==> src/rtl/cds_pair_subtractor.sv <==
// CDS pair subtractor: pairs reset/signal ADC samples and queues (second - first) in a FWFT FIFO.
// Optional first-to-second wait timeout is compiled in with `define CDS_TIMEOUT_EN.
module cds_pair_subtractor #(
    parameter int unsigned DATA_W      = 16,
    parameter int unsigned FIFO_DEPTH  = 8,
    parameter int unsigned TIMEOUT_CYC = 4096
) (
    input  logic              clk,
    input  logic              reset_n,
    input  logic              cds_strobe,
    input  logic              cds_first,
    input  logic [DATA_W-1:0] adc_data,
    input  logic              out_ready,
    output logic              out_valid,
    output logic [DATA_W:0]   out_data,
    output logic [15:0]       drop_count,
    output logic [15:0]       ovf_count,
    output logic              timeout_flag
);
    localparam int unsigned DIFF_W = DATA_W + 1;
    localparam int unsigned PTR_W  = $clog2(FIFO_DEPTH);
    localparam int unsigned CNT_W  = PTR_W + 1;

    typedef enum logic {
        S_IDLE  = 1'b0,
        S_WAIT2 = 1'b1
    } state_t;

    state_t              state;
    logic [DATA_W-1:0]   first_reg;
    logic                diff_vld;
    logic [DIFF_W-1:0]   diff_reg;
    logic [DIFF_W-1:0]   mem [FIFO_DEPTH];
    logic [PTR_W-1:0]    rd_ptr;
    logic [PTR_W-1:0]    wr_ptr;
    logic [CNT_W-1:0]    count;
    logic [15:0]         drop_cnt;
    logic [15:0]         ovf_cnt;
    logic                wait_expired;
    logic                pop;
    logic                push;
    logic                full;

    function automatic logic [15:0] sat_inc(input logic [15:0] v);
        return (v == 16'hFFFF) ? v : v + 16'd1;
    endfunction

`ifdef CDS_TIMEOUT_EN
    localparam int unsigned WAIT_W = $clog2(TIMEOUT_CYC + 1);

    logic [WAIT_W-1:0] wait_cnt;
    logic              tmo_flag;

    // Expiry loses to a strobe arriving in the same cycle.
    assign wait_expired = (state == S_WAIT2) && !cds_strobe &&
                          (wait_cnt == WAIT_W'(TIMEOUT_CYC - 1));
    assign timeout_flag = tmo_flag;

    always_ff @(posedge clk) begin
        if (!reset_n) begin
            wait_cnt <= '0;
            tmo_flag <= 1'b0;
        end else begin
            if (cds_strobe && cds_first) begin
                wait_cnt <= '0;
            end else if (state == S_WAIT2 && !wait_expired) begin
                wait_cnt <= wait_cnt + WAIT_W'(1);
            end
            if (wait_expired) begin
                tmo_flag <= 1'b1;
            end
        end
    end
`else
    logic unused_timeout;

    assign unused_timeout = (TIMEOUT_CYC != 0);
    assign wait_expired   = 1'b0;
    assign timeout_flag   = 1'b0;
`endif

    // Pairing FSM; the difference is staged one cycle before entering the FIFO.
    always_ff @(posedge clk) begin
        if (!reset_n) begin
            state     <= S_IDLE;
            first_reg <= '0;
            diff_vld  <= 1'b0;
            diff_reg  <= '0;
            drop_cnt  <= '0;
        end else begin
            diff_vld <= 1'b0;
            case (state)
                S_IDLE: begin
                    if (cds_strobe) begin
                        if (cds_first) begin
                            first_reg <= adc_data;
                            state     <= S_WAIT2;
                        end else begin
                            drop_cnt <= sat_inc(drop_cnt);
                        end
                    end
                end
                S_WAIT2: begin
                    if (cds_strobe) begin
                        if (cds_first) begin
                            first_reg <= adc_data;
                            drop_cnt  <= sat_inc(drop_cnt);
                        end else begin
                            diff_reg <= {1'b0, adc_data} - {1'b0, first_reg};
                            diff_vld <= 1'b1;
                            state    <= S_IDLE;
                        end
                    end else if (wait_expired) begin
                        drop_cnt <= sat_inc(drop_cnt);
                        state    <= S_IDLE;
                    end
                end
                default: state <= S_IDLE;
            endcase
        end
    end

    assign full = (count == CNT_W'(FIFO_DEPTH));
    assign pop  = out_valid && out_ready;
    assign push = diff_vld && (!full || pop);

    // First-word-fall-through FIFO; a full FIFO accepts a push only alongside a pop.
    always_ff @(posedge clk) begin
        if (!reset_n) begin
            for (int i = 0; i < int'(FIFO_DEPTH); i++) begin
                mem[i] <= '0;
            end
            rd_ptr  <= '0;
            wr_ptr  <= '0;
            count   <= '0;
            ovf_cnt <= '0;
        end else begin
            if (push) begin
                mem[wr_ptr] <= diff_reg;
                wr_ptr      <= wr_ptr + PTR_W'(1);
            end
            if (pop) begin
                rd_ptr <= rd_ptr + PTR_W'(1);
            end
            if (push && !pop) begin
                count <= count + CNT_W'(1);
            end else if (pop && !push) begin
                count <= count - CNT_W'(1);
            end
            if (diff_vld && !push) begin
                ovf_cnt <= sat_inc(ovf_cnt);
            end
        end
    end

    assign out_valid  = (count != '0);
    assign out_data   = mem[rd_ptr];
    assign drop_count = drop_cnt;
    assign ovf_count  = ovf_cnt;

endmodule
==> config.mk <==
export PLATFORM = sky130hd
export DESIGN_NAME = cds_pair_subtractor
export DESIGN_NICKNAME = d
export VERILOG_FILES = /design/src/rtl/cds_pair_subtractor.sv
export SDC_FILE = /design/constraint.sdc
export NUM_CORES = 1
export LEC_CHECK = 0
export CORE_ASPECT_RATIO = 1.4
export CORE_MARGIN = 3
export CORE_UTILIZATION = 30
export DETAILED_ROUTE_END_ITERATION = 16
export PLACE_DENSITY = 0.58
export REMOVE_ABC_BUFFERS = 1
export SLEW_MARGIN = 20
export SYNTH_ARGS = -nofsm -noshare
export SYNTH_HDL_FRONTEND = slang
export SYNTH_SLANG_ARGS = --single-unit
==> constraint.sdc <==
create_clock -name clk -period 3.5 [get_ports clk]
set_input_delay 0.525 -clock clk [delete_from_list [all_inputs] [get_ports clk]]
set_output_delay 0.525 -clock clk [all_outputs]
set_load 0.02 [all_outputs]
; ---- After elaboration in Yosys (flattened, before gate mapping)
; Memory sizes are Yosys's and may differ from the RTL's. A register that Yosys moved wholly into a read port is not among the register bits.
; Index checks and enable logic that the tools add are counted.
[word_totals]
inputBits = 21
wordCells = 68
out_inout_bits = 51
ramBits = 136
mem_count = 1
ff_bits = 77
[memory_table]
columns = memory, words, width, read_ports, rd_ports_with_merged_regs, wr, line_no
row1 = mem, 8, 17, 1, 1, 8, 33  ; logic [DIFF_W-1:0] mem [FIFO_DEPTH];
[classes]
bitwise = 3
n_addsub = 7
n_mux = 24
n_eq_ne = 7
n_reduce_logical = 17
[op_table]
columns = operator, n
row1 = 16-bit 2-to-1 mux, 7
row2 = "16-bit by 1-bit adder with 16-bit output, second input constant", 2
row3 = "16-bit equality test, second input constant", 2
row4 = 16-bit one-hot mux with 2 select lines, 1
row5 = 17-bit 2-to-1 mux, 1
row6 = 17-bit OR reduction, 1
row7 = 16-bit by 16-bit subtractor with 17-bit output, 1
row8 = 1-bit 2-to-1 mux, 9
row9 = 3-bit 2-to-1 mux, 3
row10 = 4-bit 2-to-1 mux, 2
row11 = "2-bit inequality test, second input constant", 4
row12 = "3-bit by 1-bit adder with 3-bit output, second input constant", 2
row13 = 3-bit AND reduction, 2
row14 = 1-bit logical AND, 5
row15 = "4-bit by 1-bit adder with 4-bit output, second input constant", 1
row16 = "4-bit equality test, second input constant", 1
row17 = 2-bit AND reduction, 2
row18 = 4-bit AND reduction, 1
row19 = 4-bit nonzero test, 1
row20 = "4-bit by 1-bit subtractor with 4-bit output, second input constant", 1
row21 = 1-bit zero test, 3
row22 = 1-bit inverter, 3
row23 = 1-bit one-hot mux with 2 select lines, 1
row24 = 2-bit nonzero test, 1
row25 = 1-bit logical OR, 1

; ---- Depth between registers and ports, before layout
; Gate-level depths: netlist of run 1.
[logic_depth]
depth_word = 9
depth_mapped = 12
depth_no_buf = 12

; ---- Worst setup path after synthesis of run 1
; No wires, ideal clock.
[synth_path]
path_kind = input port to flip-flop
from = in out_ready
to = mem mem[3][0] (netlist bit) (enable)
required_time_ns = 3.085
cell_stages = 5
t_arrival_ns = 2.222
path_buffers = 0
setup_ns = 0.415
setup_slack_ns = 0.864
path_cell_list = nand3b_1 -> nand2_1 -> inv_1 -> nand2b_1 -> o21ai_0
[synth_lines]
columns = item, line_no
row1 = "start, declared", 13  ; input logic out_ready,
row2 = "end, declared", 33

==> results.ini, run 1 <==
[run_status]
status=finished clean

[routing]
drt_first_iter_violations=319
via_count=6665
drc=0
detail_route.wl_per_cell_um=17.1
vias_per_cell=4.73
antenna_left=0
drt_first_pass_iters=4
routed_wl_um=24000

[clocking]
cts_setup_buffers=0
hold_buffers=0
cts_made_buffers=24
clk_pin_slew_worst_paths_ns=0.06
insertion_delay_ns=0.52
cts_resized=0
cts_tree=yes
clk_path_buf_depth=3
htree_num_levels=1
clockRootBuffer=clkbuf_16
numClockSinks=216

[logic_synthesis]
ys_seq_area_frac=0.551
synth_edf_count=136
netlist_instances=865
ys_ff_latch=216
synth-compound-area-share=0.0596
synth_area_per_cell_um2=11.9
synth_xor_area_frac=0.0365
synthArstFlopShare=0
synth-simple-area-share=0.200
synth_top_family_by_area=simple AND/OR/NAND/NOR gates
syn-cell-area_um2=10300
synthMuxAreaShare=0.0967
ys_types=58
ys_warn_count=0
synthAdderAreaFrac=0.0318
ys.flop_type=edfxtp_1

[cells_and_area]
design_area_um2=12400
drive_gt1_frac=0.132
area_growth_pct=20.5
layout_commonest_cell=and2_1
num_antenna_cells=0
final_cell_mix=and2_1, edfxtp_1, dfxtp_1
nets=992
largest_register_ff_count=136
stdcell_count=1409

[die]
die-area_um2=36700
dieWidth_um=163
ios=72
core_area_um2=33600
rows=79
die_y_um=225
start_util=0.307

[timing]
setup_violations=0
hold_viol=0
finClkSkew_ns=0.0113
layout_min_cycle_time_ns=3.26
tns_ns=0
max_slew.worst_pin.slew_ns=0.699
slew_violations=0
finalCritPeriodShare=0.932
slew_headroom=0.530
fmax_mhz=307
rsz0062_at_grt=false

[power]
ir_drop_mv=0.321
power.density_nw_per_um2=525
p_leak_nw=4.47
total_power_mw=6.52

[worst_setup_path]
critPathCaptureType=primary output
worstPathArrival_ns=2.74
worst-setup-path-type=reg2out
critPathMaxFanout=17
critical_path_required_ns=2.97
start_kind=flop

[grt]
globalRouteOverflowTotal=0
grt_pass1_vias=6852
grt.total_usage=0.131
grt_start_max_net_pins=52
grt_pass1_wl_um=38200
antenna_found_initial=0

[placement]
place_area_um2=11600
placed_cells_incl_taps=1365
routabilityCongestion=0.831
dp_hpwl_um=15700
port_buffers=70

[min_path]
hp-class=reg2reg

[flow_run]
drv_cap=0

==> cell usage after synthesis (3+ instances only) <==
cell      number  area share
and2_1       175        0.11
edfxtp_1     136        0.40
dfxtp_1       80        0.16
nand2_1       72       0.026
clkbuf_1      35       0.013
mux4_2        34       0.074
nand3_1       28       0.014
xnor2_1       27       0.023
o21ai_0       26       0.013
inv_1         24      0.0087
a21boi_0      23       0.017
ha_1          23       0.028
nor2_1        20      0.0073
mux2_2        18       0.020
a21oi_1       17      0.0082
xor2_1        16       0.014
nand4_1       14      0.0085
nand2b_1       9      0.0055
nor2b_1        9      0.0055
nor3_1         8      0.0039
or3_1          5      0.0030
buf_2          4      0.0019
nor4_1         4      0.0024
a211oi_1       3      0.0022
a21boi_1       3      0.0022
a21o_1         3      0.0022
a31oi_1        3      0.0018
and4_1         3      0.0025
mux2i_1        3      0.0029
nand3b_1       3      0.0022
o211ai_1       3      0.0022
==> power breakdown <==
group	leakage, nW	switching, mW	internal (mW)	total (mW)
clock network	0.380	1.03	1.53	2.56
registers	2.05	0.0846	2.80	2.88
logic	2.04	0.522	0.558	1.08
total	4.47	1.63	4.89	6.52
==> routing by layer <==
layer | GRT usage | wire (µm) | up-vias
met5 | 0 | 0 | -
met4 | 0.0347 | 558 | 0
met3 | 0.0208 | 1170 | 36
met2 | 0.237 | 12500 | 146
met1 | 0.161 | 9790 | 3246
li1 | - | - | 3237
==> area by class of cell <==
cell class,count,area (µm²)
clock inverter,14,164
sequential,216,5690
fill,3334,21200
timing repair buffer,96,903
multi-input combinational,584,4390
tap,445,557
clock buffer,30,644
inverter,24,90.1
==> metrics by stage <==
| step | hold WS [ns] | utilization | setup WS (ns) |
|---|---|---|---|
| 6_report | 0.463 | 0.370 | 0.238 |
| 5_1_grt | 0.492 | 0.370 | 0.104 |
| 4_1_cts | 0.467 | 0.370 | 0.166 |
| 3_5_place_dp | 0.458 | 0.346 | 0.484 |
| 2_1_floorplan | 0.443 | - | 0.484 |
| 3_3_place_gp | 0.450 | 0.346 | 0.521 |
==> critical path, stage by stage, from the launching register on <==
cell             delay (ns)
dfxtp_2                0.57
buf_12                 0.25
mux4_2                 0.54
mux2_2                 0.30
clkdlybuf4s50_1        0.54
==> path summary, 6_finish.rpt <==
kind            startpoint  slack (ns)       endpoint  depth (start not counted)
min reg2reg  first_reg[10]        0.46  first_reg[10]                          2
max reg2reg       count[0]        0.94       count[3]                         11
max                   flop        0.24   out_data[12]                          4
min          first_reg[10]        0.46  first_reg[10]                          2
==> cell families (layout without fill, tap and decap cells) <==
kind of cell | count (synthesis) | in the layout
AOI/OAI and AO/OA | 95 | 95
xor gates and xnor gates | 43 | 43
adders and majority gates | 25 | 25
buffers and inverters | 65 | 164
DFF | 216 | 216
muxes | 55 | 55
other | 1 | 1
and+or+nand+nor | 365 | 365
No activity file was read; power rests on OpenSTA's default activity.
==> inputs of run 2 (changes only) <==
--- a/config.mk
+++ b/config.mk
@@ -5,6 +5,8 @@
 export SDC_FILE = /design/constraint.sdc
 export NUM_CORES = 1
 export LEC_CHECK = 0
+export ABC_AREA = 1
+export CAP_MARGIN = 20
 export CORE_ASPECT_RATIO = 1.4
 export CORE_MARGIN = 3
 export CORE_UTILIZATION = 30
==> run 2 against run 1 <==
Cell count rose by 28%; register-to-register slack gained 0.32 ns; clock power decreased by 4%; global-route usage increased by 0.52 points; clock-buffer cell count grew 1; first-iteration DRC count grew 52%; worst hold slack worse by 0.0076 ns; area after synthesis up 3.6%; highest routed layer unchanged; critical endpoint is now out_data[1]; synthesized cell count up 48%; critical path depth is 3 higher; largest cell class unchanged; sequential share of layout area shrank 0.58 points.
==> results.ini, run 2 <==
[run_status]
status=finished clean

[worst_setup_path]
r2r_slack_ns=1.26
worst-path-buf-inv=3
crit_path_top_delay_cell=clkdlybuf4s50_1
critPathCaptureType=primary output
critical_path_required_ns=2.97
regToRegStartpoint=count[0]
cp.depth=7
start_kind=flop
critPathMaxFanout=42
cp_top_family=buffers and inverters
worst-setup-path-type=reg2out
reg2reg_depth=6
cp_cell_sequence=inv_2 > buf_4 > nor2_1 > o32ai_1 > nand2_1 > nand2_1 > clkdlybuf4s50_1
worstPathArrival_ns=2.62
crit_top_cell=nand2_1
r2r_end=mem[7][1]
critPathMaxStageDelay_ns=0.61
crit_end=out_data[1]

[timing]
layout_min_cycle_time_ns=3.14
fmax_mhz=318
slew_headroom=0.432
hold_viol=0
tns_ns=0
finClkSkew_ns=0.0198
finalCritPeriodShare=0.897
setup_violations=0
rsz0062_at_grt=false
max_slew.worst_pin.slew_ns=0.850
slew_violations=0

[clocking]
htree_num_levels=1
clk_pin_slew_worst_paths_ns=0.06
clk_path_buf_depth=3
hold_buffers=0
cts_tree=yes
cts_resized=0
clockRootBuffer=clkbuf_16
cts_made_buffers=22
insertion_delay_ns=0.53
cts_setup_buffers=0
numClockSinks=216

[routing]
drt_first_iter_violations=485
via_count=8409
antenna_left=0
detail_route.wl_per_cell_um=14.2
vias_per_cell=4.65
drt_first_pass_iters=5
met2_length_um=13600
met3WireLength_um=1070
drc=0
routed_wl_um=25700
routed.top_layer=met4
wl_met1_um=10300

[logic_synthesis]
synth_commonest_cells=nor2_1, nand2_1, edfxtp_1
ys_ff_latch=216
syn-cell-area_um2=10700
synthArstFlopShare=0
synth_edf_count=136
ys_seq_area_frac=0.532
synth_xor_area_frac=0.0188
ys_warn_count=0
synth_top_family_by_area=simple AND/OR/NAND/NOR gates
synthTopCellsByArea=edfxtp_1, dfxtp_1, nor2_1, nand2_1, inv_1
synth-compound-area-share=0.102
synth_top_cell_by_area=edfxtp_1
synth-simple-area-share=0.246
synthAdderAreaFrac=0.0307
ys.flop_type=edfxtp_1
synthMuxAreaShare=0
ys_types=38
netlist_instances=1276
synth_area_per_cell_um2=8.38
post-synth-top-count-cell=nor2_1
synth_top_area_frac=0.382

[cells_and_area]
num_antenna_cells=0
multi_input_area_um2=4250
area_growth_pct=17.8
final_cell_mix=nor2_1, nand2_1, edfxtp_1
largest_register_ff_count=136
regArea_um2=5690
layout_commonest_cell=nor2_1
fillCellCount=3685
utilization=0.359
nets=1382
drive_gt1_frac=0.0607

[power]
p_leak_nw=4.81
power.density_nw_per_um2=579
ir_drop_mv=0.276

[grt]
grt_start_max_net_pins=49
grt.total_usage=0.136
antenna_found_initial=0
grt_pass1_vias=8356
globalRouteOverflowTotal=0
grt_pass1_wl_um=42000

[placement]
port_buffers=70
dp_hpwl_um=18000
routabilityCongestion=0.858

[die]
start_util=0.305
ios=72
core_area_um2=35100
dieWidth_um=166
die_y_um=229
rows=81
die-area_um2=38000

[flow_run]
drv_cap=0

[min_path]
hp-class=reg2reg

run 2: changes by cell type after synthesis, moves of 45 or more:
cell,change
nor2_1,+276
nand2_1,+182
inv_1,+95
and2_1,-175
a21oi_1,+60
o21ai_0,+45
run 2: metal layers:
metal	vias to the layer above	global-route usage
met5	-	0
met4	0	0.0512
met3	50	0.0203
met2	147	0.251
met1	3902	0.156
li1	4310	-
run 2: per-stage QoR:
| step | worst slack, ns | power, mW | instance area, µm² | hold WS (ns) | std cells |
|---|---|---|---|---|---|
| 2_1_floorplan | 0.509 | 4.17 | 10400 | 0.412 | 1225 |
| 3_3_place_gp | 0.713 | 4.91 | 11900 | 0.444 | 1768 |
| 3_5_place_dp | 0.689 | 4.94 | 11900 | 0.452 | 1768 |
| 4_1_cts | 0.294 | 7.42 | 12600 | 0.461 | 1808 |
| 5_1_grt | 0.219 | 7.69 | 12600 | 0.472 | 1808 |
| 6_report | 0.360 | 7.29 | 12600 | 0.455 | 1808 |
run 2: how the worst min path moves through the flow:
stage | startpoint | end | slack [ns] | depth (start not counted)
5_1_grt | first_reg[2] | first_reg[2] | 0.47 | 2
2_1_floorplan | rd_ptr[2] | flop | 0.41 | 1
6_report | first_reg[9] | first_reg[9] | 0.46 | 2
3_5_place_dp | first_reg[3] | first_reg[3] | 0.45 | 2
3_3_place_gp | first_reg[6] | first_reg[6] | 0.44 | 2
4_1_cts | first_reg[4] | first_reg[4] | 0.46 | 2
run 2: power by group:
part	internal, mW	switching [mW]
logic	0.751	1.15
clock network	1.44	1.01
registers	2.82	0.124
run 2: worst min-delay path, delay by kind of cell (launching register included):
family,cells,cell delay [ns]
DFF,1,0.29
buffers and inverters,1,0.06
AOI/OAI and AO/OA,1,0.05
run 2: area by class of cell:
type | count | share of cell area
Clock inverter | 9 | 0.0113
Tap cell | 456 | 0.0453
Inverter | 135 | 0.0403
Clock buffer | 31 | 0.0480
Sequential cell | 216 | 0.451
Timing Repair Buffer | 87 | 0.0663
Multi-Input combinational cell | 874 | 0.337
run 2: kinds of logic after synthesis:
kind of cell | after synthesis
AO/OA/AOI/OAI | 188
XOR/XNOR | 23
other | 1
AND/OR/NAND/NOR | 637
buffers and inverters | 186
flip-flops | 216
adder cells (fa/ha/maj) | 25
